<file path="config.mk">
export PLATFORM = sky130hd
export DESIGN_NAME = seg_digit_scanner
export DESIGN_NICKNAME = d
export VERILOG_FILES = /design/src/rtl/seg_digit_scanner.sv
export SDC_FILE = /design/constraint.sdc
export NUM_CORES = 1
export LEC_CHECK = 0
export CAP_MARGIN = 20
export CORE_ASPECT_RATIO = 0.9
export CORE_MARGIN = 10
export CORE_UTILIZATION = 45
export CTS_BUF_LIST = sky130_fd_sc_hd__clkbuf_4
export DETAILED_ROUTE_END_ITERATION = 6
export HOLD_SLACK_MARGIN = 0.03
export PLACE_DENSITY = 0.68
export RECOVER_POWER = 50
export SETUP_SLACK_MARGIN = 0.2
export SLEW_MARGIN = 30
export SYNTH_ARGS = -nofsm -noshare
export SYNTH_HDL_FRONTEND = slang
export SYNTH_SLANG_ARGS = --single-unit
</file>
<file path="constraint.sdc">
create_clock -name clk -period 2 [get_ports clk]
set_input_delay 0.3 -clock clk [delete_from_list [all_inputs] [get_ports clk]]
set_output_delay 0.3 -clock clk [all_outputs]
set_load 0.02 [all_outputs]
</file>
<file path="src/rtl/seg_digit_scanner.sv">
// Time-multiplexed scan driver for an N-digit 7-segment display with tear-free frame-boundary commit.
// Optional leading-zero blanking is enabled by defining LEADING_ZERO_BLANK_EN.
module seg_digit_scanner #(
    parameter int NUM_DIGITS       = 4,
    parameter int REFRESH_DIV      = 50000,
    parameter int ANODE_ACTIVE_LOW = 1
) (
    input  logic                    clk,
    input  logic                    rst,
    input  logic [4*NUM_DIGITS-1:0] value_in,
    input  logic [NUM_DIGITS-1:0]   dp_in,
    input  logic                    load_in,
    output logic [3:0]              digit_out,
    output logic [NUM_DIGITS-1:0]   anode_out,
    output logic                    dp_out,
    output logic [2:0]              idx_out,
    output logic                    pending_out
);

    localparam int             PW   = $clog2(REFRESH_DIV + 1);
    localparam logic [PW-1:0]  PMAX = PW'(REFRESH_DIV - 1);
    localparam logic [2:0]     IMAX = 3'(NUM_DIGITS - 1);

    logic [PW-1:0]           pcnt;
    logic [2:0]              idx;
    logic [4*NUM_DIGITS-1:0] disp;
    logic [4*NUM_DIGITS-1:0] pend;
    logic [NUM_DIGITS-1:0]   disp_dp;
    logic [NUM_DIGITS-1:0]   pend_dp;
    logic                    pending;
    logic                    tick;
    logic                    fb;
    logic [NUM_DIGITS-1:0]   blank;
    logic [NUM_DIGITS-1:0]   onehot;

    assign tick = (pcnt == PMAX);
    assign fb   = tick && (idx == IMAX);

    always_ff @(posedge clk) begin
        if (rst) begin
            pcnt    <= '0;
            idx     <= '0;
            disp    <= '0;
            disp_dp <= '0;
            pend    <= '0;
            pend_dp <= '0;
            pending <= 1'b0;
        end else begin
            if (tick) begin
                pcnt <= '0;
                idx  <= (idx == IMAX) ? 3'd0 : idx + 3'd1;
            end else begin
                pcnt <= pcnt + 1'b1;
            end
            // The display only changes on the frame boundary so a frame is never torn.
            if (fb) begin
                if (load_in) begin
                    disp    <= value_in;
                    disp_dp <= dp_in;
                end else if (pending) begin
                    disp    <= pend;
                    disp_dp <= pend_dp;
                end
                pending <= 1'b0;
            end else if (load_in) begin
                pend    <= value_in;
                pend_dp <= dp_in;
                pending <= 1'b1;
            end
        end
    end

`ifdef LEADING_ZERO_BLANK_EN
    logic upper_zero;

    // Walk from the most significant digit down; a digit blanks while everything above it is zero.
    always_comb begin
        blank      = '0;
        upper_zero = 1'b1;
        for (int k = NUM_DIGITS - 1; k >= 1; k--) begin
            upper_zero = upper_zero && (disp[4*k +: 4] == 4'd0);
            blank[k]   = upper_zero && !disp_dp[k];
        end
    end
`else
    assign blank = '0;
`endif

    always_comb begin
        digit_out = 4'd0;
        dp_out    = 1'b0;
        onehot    = '0;
        for (int k = 0; k < NUM_DIGITS; k++) begin
            if (idx == 3'(k)) begin
                digit_out = disp[4*k +: 4];
                dp_out    = disp_dp[k];
                onehot[k] = !blank[k];
            end
        end
    end

    assign anode_out   = (ANODE_ACTIVE_LOW != 0) ? ~onehot : onehot;
    assign idx_out     = idx;
    assign pending_out = pending;

endmodule

</file>
# After elaboration in Yosys (flattened, before gate mapping)
# Index checks and enable logic that the tools add are counted.
[totals]
regBits = 60
wordCells = 39
[classes]
reduce_logical = 7
add_sub_neg = 2
mux = 17
n_eq_ne = 4
bitwise = 2
[ops]
columns = ["operator", "count"]
rows = [
  ["16-bit two-way mux", 2],
  ["4-bit two-way mux", 6],
  ["16-bit by 1-bit adder with 16-bit output, second input constant", 1],
  ["16-bit equality test, second input constant", 1],
  ["1-bit two-way mux", 8],
  ["3-bit by 2-bit equality test with 1-bit output, second input constant", 2],
  ["4-bit NOT", 1],
  ["2-bit AND reduction", 2],
  ["2-bit OR reduction", 2],
  ["3-bit by 1-bit adder with 3-bit output, second input constant", 1],
  ["3-bit by 1-bit equality test with 1-bit output, second input constant", 1],
  ["3-bit zero test", 1],
  ["3-bit two-way mux", 1],
  ["2-bit nonzero test", 1],
  ["1-bit logical AND", 1],
  ["1-bit NOT", 1],
]

# Logic depth before layout (Yosys ltp)
# Gate-level depths: netlist of the first run.
[depth]
depth_word = 5
depth_mapped = 7
mapped_depth_nobuf = 6

# Worst setup path before layout of the first run
# Ideal clock, no wire load.
[synth_path]
path_type = "flip-flop to output port"
startpoint = "register idx[1] (netlist: idx_out[1])"
endpoint = "output digit_out[0]"
path_buffers = 1
t_arrival_ns = 1.758
path_slack_ns = -0.058
stages_incl_launch_ff = 8
required_time_ns = 1.700
path_cell_list = "dfxtp_1 -> inv_1 -> ha_1 -> clkbuf_1 -> nand3b_1 -> a21oi_1 -> a21oi_1 -> o21ai_0"
[synth_via]
elab_chain_cells = 5
word_cells_on_any_way = 8
cone_classes = "eq/ne (3); mux (4); reduce/logical (1)"
[synth_lines]
columns = ["item", "line", "text"]
rows = [
  ["from (decl)", "25", "logic [2:0] idx;"],
  ["from (signal assigned)", "51", "idx <= (idx == IMAX) ? 3'd0 : idx + 3'd1;"],
  ["3-bit zero test", "94", "if (idx == 3'(k)) begin"],
  ["4-bit two-way mux (3 in series)", "94", ""],
  ["4-bit two-way mux *", "94", ""],
  ["to (decl)", "13", "output logic [3:0] digit_out,"],
]
# Every way passes the cells marked *; elsewhere a longest branch is shown, timed or not.

# Worst setup path in the final report of the first run
[layout_path]
startpoint = "register pcnt[7]"
endpoint = "register disp[11]"
[layout_via]
elab_chain_cells = 3
[layout_lines]
columns = ["item", "line", "text"]
rows = [
  ["from (decl)", "24", "logic [PW-1:0] pcnt;"],
  ["from (signal assigned)", "53", "pcnt <= pcnt + 1'b1;"],
  ["16-bit equality test", "36", "assign tick = (pcnt == PMAX);"],
  ["1-bit logical AND", "37", "assign fb = tick && (idx == IMAX);"],
  ["2-bit AND reduction (no line)", "-", ""],
  ["to (signal assigned)", "58", "disp <= value_in;"],
  ["to (signal assigned)", "61", "disp <= pend;"],
  ["to (decl)", "26", "logic [4*NUM_DIGITS-1:0] disp;"],
]
# Every way passes these cells.
# A chain may end at the register's enable or synchronous reset.

==> results summary, run 1 <==
In the post-synthesis netlist, the biggest area contributors are sky130_fd_sc_hd__dfxtp_1 (36%), sky130_fd_sc_hd__a311oi_2 (9.1%), sky130_fd_sc_hd__nand4b_1 (5.3%). Counting the buffers created by CTS gives 9. The number of max-capacitance violations reported came out at 0. Among all stages on the critical path, the largest delay is contributed by sky130_fd_sc_hd__or4b_4. The most critical setup path has its startpoint at pcnt[7]$_SDFF_PP0_. The share of the synthesized area in the top cell type came out at 36.4%. The insertion delay to the later sink of the worst-skew pair came out at 0.41 ns. The signal on the critical path passes through or4b_4, nor4_4, buf_6, and2_4, clkbuf_16, a311oi_2.

The congestion estimate from routability-driven global placement came to 0.795. The worst setup path is launched from a flop. Setup violations remaining at the end of the flow were counted as 3. The number of enable-type register cells in the synthesized netlist is 0. The run finished, with violations left. The total routing resource utilization after global routing is 15.3%.

The via count of the first global-routing pass came out at 2828. The wire length of the first global-routing pass came out at 13800 µm. Summed over all layers, the global routing overflow is 0. The detailed-routing iteration count for the pre-antenna-repair pass came out at 4. The minimum clock period after layout came out at 2.01 ns.

The number of vias in the routed layout is 3011. The layout-stage area growth over the synthesis result came out at 39.3%. The synthesized netlist devotes 28.7% of its cell area to simple gates. The cell at the root of the clock tree is sky130_fd_sc_hd__clkbuf_4. The first routing iteration left 90 violations.

The number of antenna violations at the first check in global routing is 0. The relative max-transition margin is 75.7%. The area of the placeable core came out at 0.00708 mm².

The post-layout instance count excluding filler cells came out at 526. The mean cell area of the mapped netlist is 8.92 µm². STA puts the critical path data required time at 2.29 ns. The biggest area contributor in the post-synthesis netlist is sky130_fd_sc_hd__dfxtp_1. The number of instances in the synthesized netlist is 370.

The final layout contains routed wiring with a total length of 8830 µm. The share of async-settable or async-resettable flops after synthesis is 0%. The vias per cell is 5.72. The post-synthesis adder-cell area fraction is 1.90%. The count of distinct cell types in the synthesized netlist came out at 34. The number of warnings issued by yosys is 0. Ranked by instance count, the synthesized netlist is headed by sky130_fd_sc_hd__dfxtp_1 (60), sky130_fd_sc_hd__a21oi_1 (31), sky130_fd_sc_hd__nand2_1 (28), sky130_fd_sc_hd__nor2_1 (25).

The boundary pin count is 36. The path type of the worst min-delay path is in -> reg. The proportion of synthesized chip area in sequential cells is 36.4%. The reg-to-reg critical path startpoint is pcnt[7]$_SDFF_PP0_. The clock tree from TritonCTS is done.

The dominant combinational cell family by area after synthesis is simple AND/OR/NAND/NOR gates. The cell leakage power came out at 1.56 nW. Synthesis produced a netlist with a net count of 398. The die width came out at 110 µm. The checks that failed: setup timing.

Broken down by cell family, the worst path's largest delay share belongs to simple AND/OR/NAND/NOR gates. The start-to-end type of the worst setup path is reg -> reg. The pre-CTS worst setup slack came out at -0.143 ns.

The HPWL after detailed placement is 5420 µm. The worst ir drop on vdd came out at 0.000419 V. Synthesis inferred 60 register bits. The largest net degree at the start of global routing came out at 59. The final worst-path setup slack is -0.0135 ns. The initialized floorplan defines 29 standard-cell rows. Among all cell types in the netlist, the one instantiated most often is sky130_fd_sc_hd__dfxtp_1. The post-route antenna net violation count is 0. The slew at the pin closest to its max-slew limit is 0.365 ns.

The number of antenna diodes in the final layout is 0. The share of the synthesized area in compound gates (AO/OA/AOI/OAI) came out at 22.1%. The final count of pins violating max slew is 0. Of all nets on the critical path, the largest fanout is 5. The average wire length per cell after detail routing is 16.8 µm. The clock arrives with 0.0135 ns of skew. The hold buffer count at CTS came out at 0. The initial cell density of the core came out at 46.6%. The longest individual stage delay on the worst path is 0.55 ns.

The clock-pin slew reported for the worst setup and hold paths after clock tree synthesis is 0.10 ns. The number of buffer cells added on primary ports came out at 35. The worst hold-check slack is 0.254 ns. The clock passes through at most 2 buffers. After layout, the worst path uses 101% of the clock period.

Including well taps, the total number of placed cells is 493. The xor and xnor area share after synthesis came out at 3.72%. The summed instance area of the synthesized netlist is 0.00330 mm².

The worst setup path is captured at a flop. The die is 101 µm tall. The H-tree was split into 3 levels. For this run, the leading register cell type out of synthesis is sky130_fd_sc_hd__dfxtp_1. Counting both buffers and inverters, the worst setup path holds a total of 2. Derived from the worst setup path, the maximum achievable clock frequency is 0.497 GHz. The clock sink count is 60.

The worst hold path begins at rst. For this design the ratio of total power to cell area is 572 mW/mm². The fraction of layout cells with a size suffix above 1 came out at 34.2%. The data arrival at the endpoint of the critical path is 2.30 ns. The total count of hold-check failures in the final report is 0. The die outline area is 0.0112 mm². The post-route DRC violation count came out at 0.

The overall power came out at 0.00263 W. The portion of synthesized area spent on multiplexers is 0.607%. The number of nets in the finished design is 456.

Setup repair after global routing could not meet its margin everywhere.
[power breakdown]
part	total (W)	switching, W	leakage [nW]	internal [W]
Clock	0.00112	0.000447	0.0978	0.000676
Sequential	0.00126	0.0000258	0.495	0.00123
Combinational	0.000243	0.000122	0.970	0.000121
Total	0.00263	0.000595	1.56	0.00203
[stage by stage]
stage	cell area (µm²)	utilization, %	setup TNS [ns]
3_3_place_gp	3890	55.0	-0.439
4_1_cts	4290	60.7	0
5_1_grt	4600	65.0	-0.961
6_report	4600	65.0	-0.0200
2_1_floorplan	3350	-	0
3_5_place_dp	3890	55.0	-0.622
[registers in the layout (all words and copies together), names as in the netlist]
signal       count
disp            16
pend            16
idx_out          3
pcnt            16
pending_out      1
disp_dp          4
pend_dp          4
[path summary, 6_finish.rpt]
kind	slack, ns	to	cells after the start
setup / recovery	-0.01	disp[11]$_SDFFE_PP0P_	6
hold reg to reg	0.48	pcnt[0]$_SDFF_PP0_	1
setup reg to reg	-0.01	disp[11]$_SDFFE_PP0P_	6
hold / removal	0.25	pend[0]$_SDFFE_PP0P_	2
[logic make-up (layout without fill, tap and decap cells)]
kind of cell,count (synthesis),in the layout
xor gates and xnor gates,14,14
muxes,2,2
DFF,60,60
AOI/OAI and AO/OA,86,86
adders and majority gates,5,5
and+or+nand+nor,161,162
buffers and inverters,42,104
[cell usage in the layout, fill, tap and decap left out, types with 12 or more instances in the layout]
cell type | synthesis | layout
sky130_fd_sc_hd__dfxtp_1 | 60 | 53
sky130_fd_sc_hd__buf_4 | 3 | 27
sky130_fd_sc_hd__nand2_1 | 28 | 26
sky130_fd_sc_hd__a21oi_1 | 31 | 24
sky130_fd_sc_hd__nand2b_1 | 24 | 23
sky130_fd_sc_hd__clkdlybuf4s50_1 | 0 | 22
sky130_fd_sc_hd__nand4b_1 | 20 | 20
sky130_fd_sc_hd__a311oi_2 | 20 | 20
sky130_fd_sc_hd__or3_1 | 22 | 19
sky130_fd_sc_hd__nand3_1 | 14 | 14
sky130_fd_sc_hd__nor2_1 | 25 | 14
sky130_fd_sc_hd__xnor2_1 | 13 | 13
sky130_fd_sc_hd__clkbuf_4 | 0 | 12
[metal layers]
layer	up-vias	wire (µm)	track usage, %
li1	1504	-	-
met1	1438	3980	19.6
met2	60	4310	24.2
met3	9	447	5.33
met4	0	95	3.55
met5	-	0	0
[what timing repair did]
item,CTS,global route
setup endpoints to repair,69,68
pin swaps,11,36
gates resized for setup,80,47
gates cloned,3,5
buffers inserted,6,3
[worst register-to-register path: cells and delay by family (launching register included)]
kind | cells | cell delay (ns)
AO/OA/AOI/OAI | 1 | 0.09
buffers and inverters | 2 | 0.36
flip-flops | 1 | 0.34
AND/OR/NAND/NOR | 3 | 1.10
[area by class of cell]
cell class	count	area (µm²)
fillers	575	2480
multi-input cells	269	2100
flip-flops and latches	60	1220
repair buffers	81	950
well taps	93	116
clock inverters	4	97.6
clock buffers	12	90.1
inverters	7	28.8
No activity file was read; power rests on OpenSTA's default activity.
==> run 2: changes to the inputs <==
--- a/config.mk
+++ b/config.mk
@@ -5,6 +5,7 @@
 export SDC_FILE = /design/constraint.sdc
 export NUM_CORES = 1
 export LEC_CHECK = 0
+export ABC_AREA = 0
 export CAP_MARGIN = 20
 export CORE_ASPECT_RATIO = 0.9
 export CORE_MARGIN = 10
==> results of run 2 <==
Final layout, timing and power as in run 1 (identical DEF).
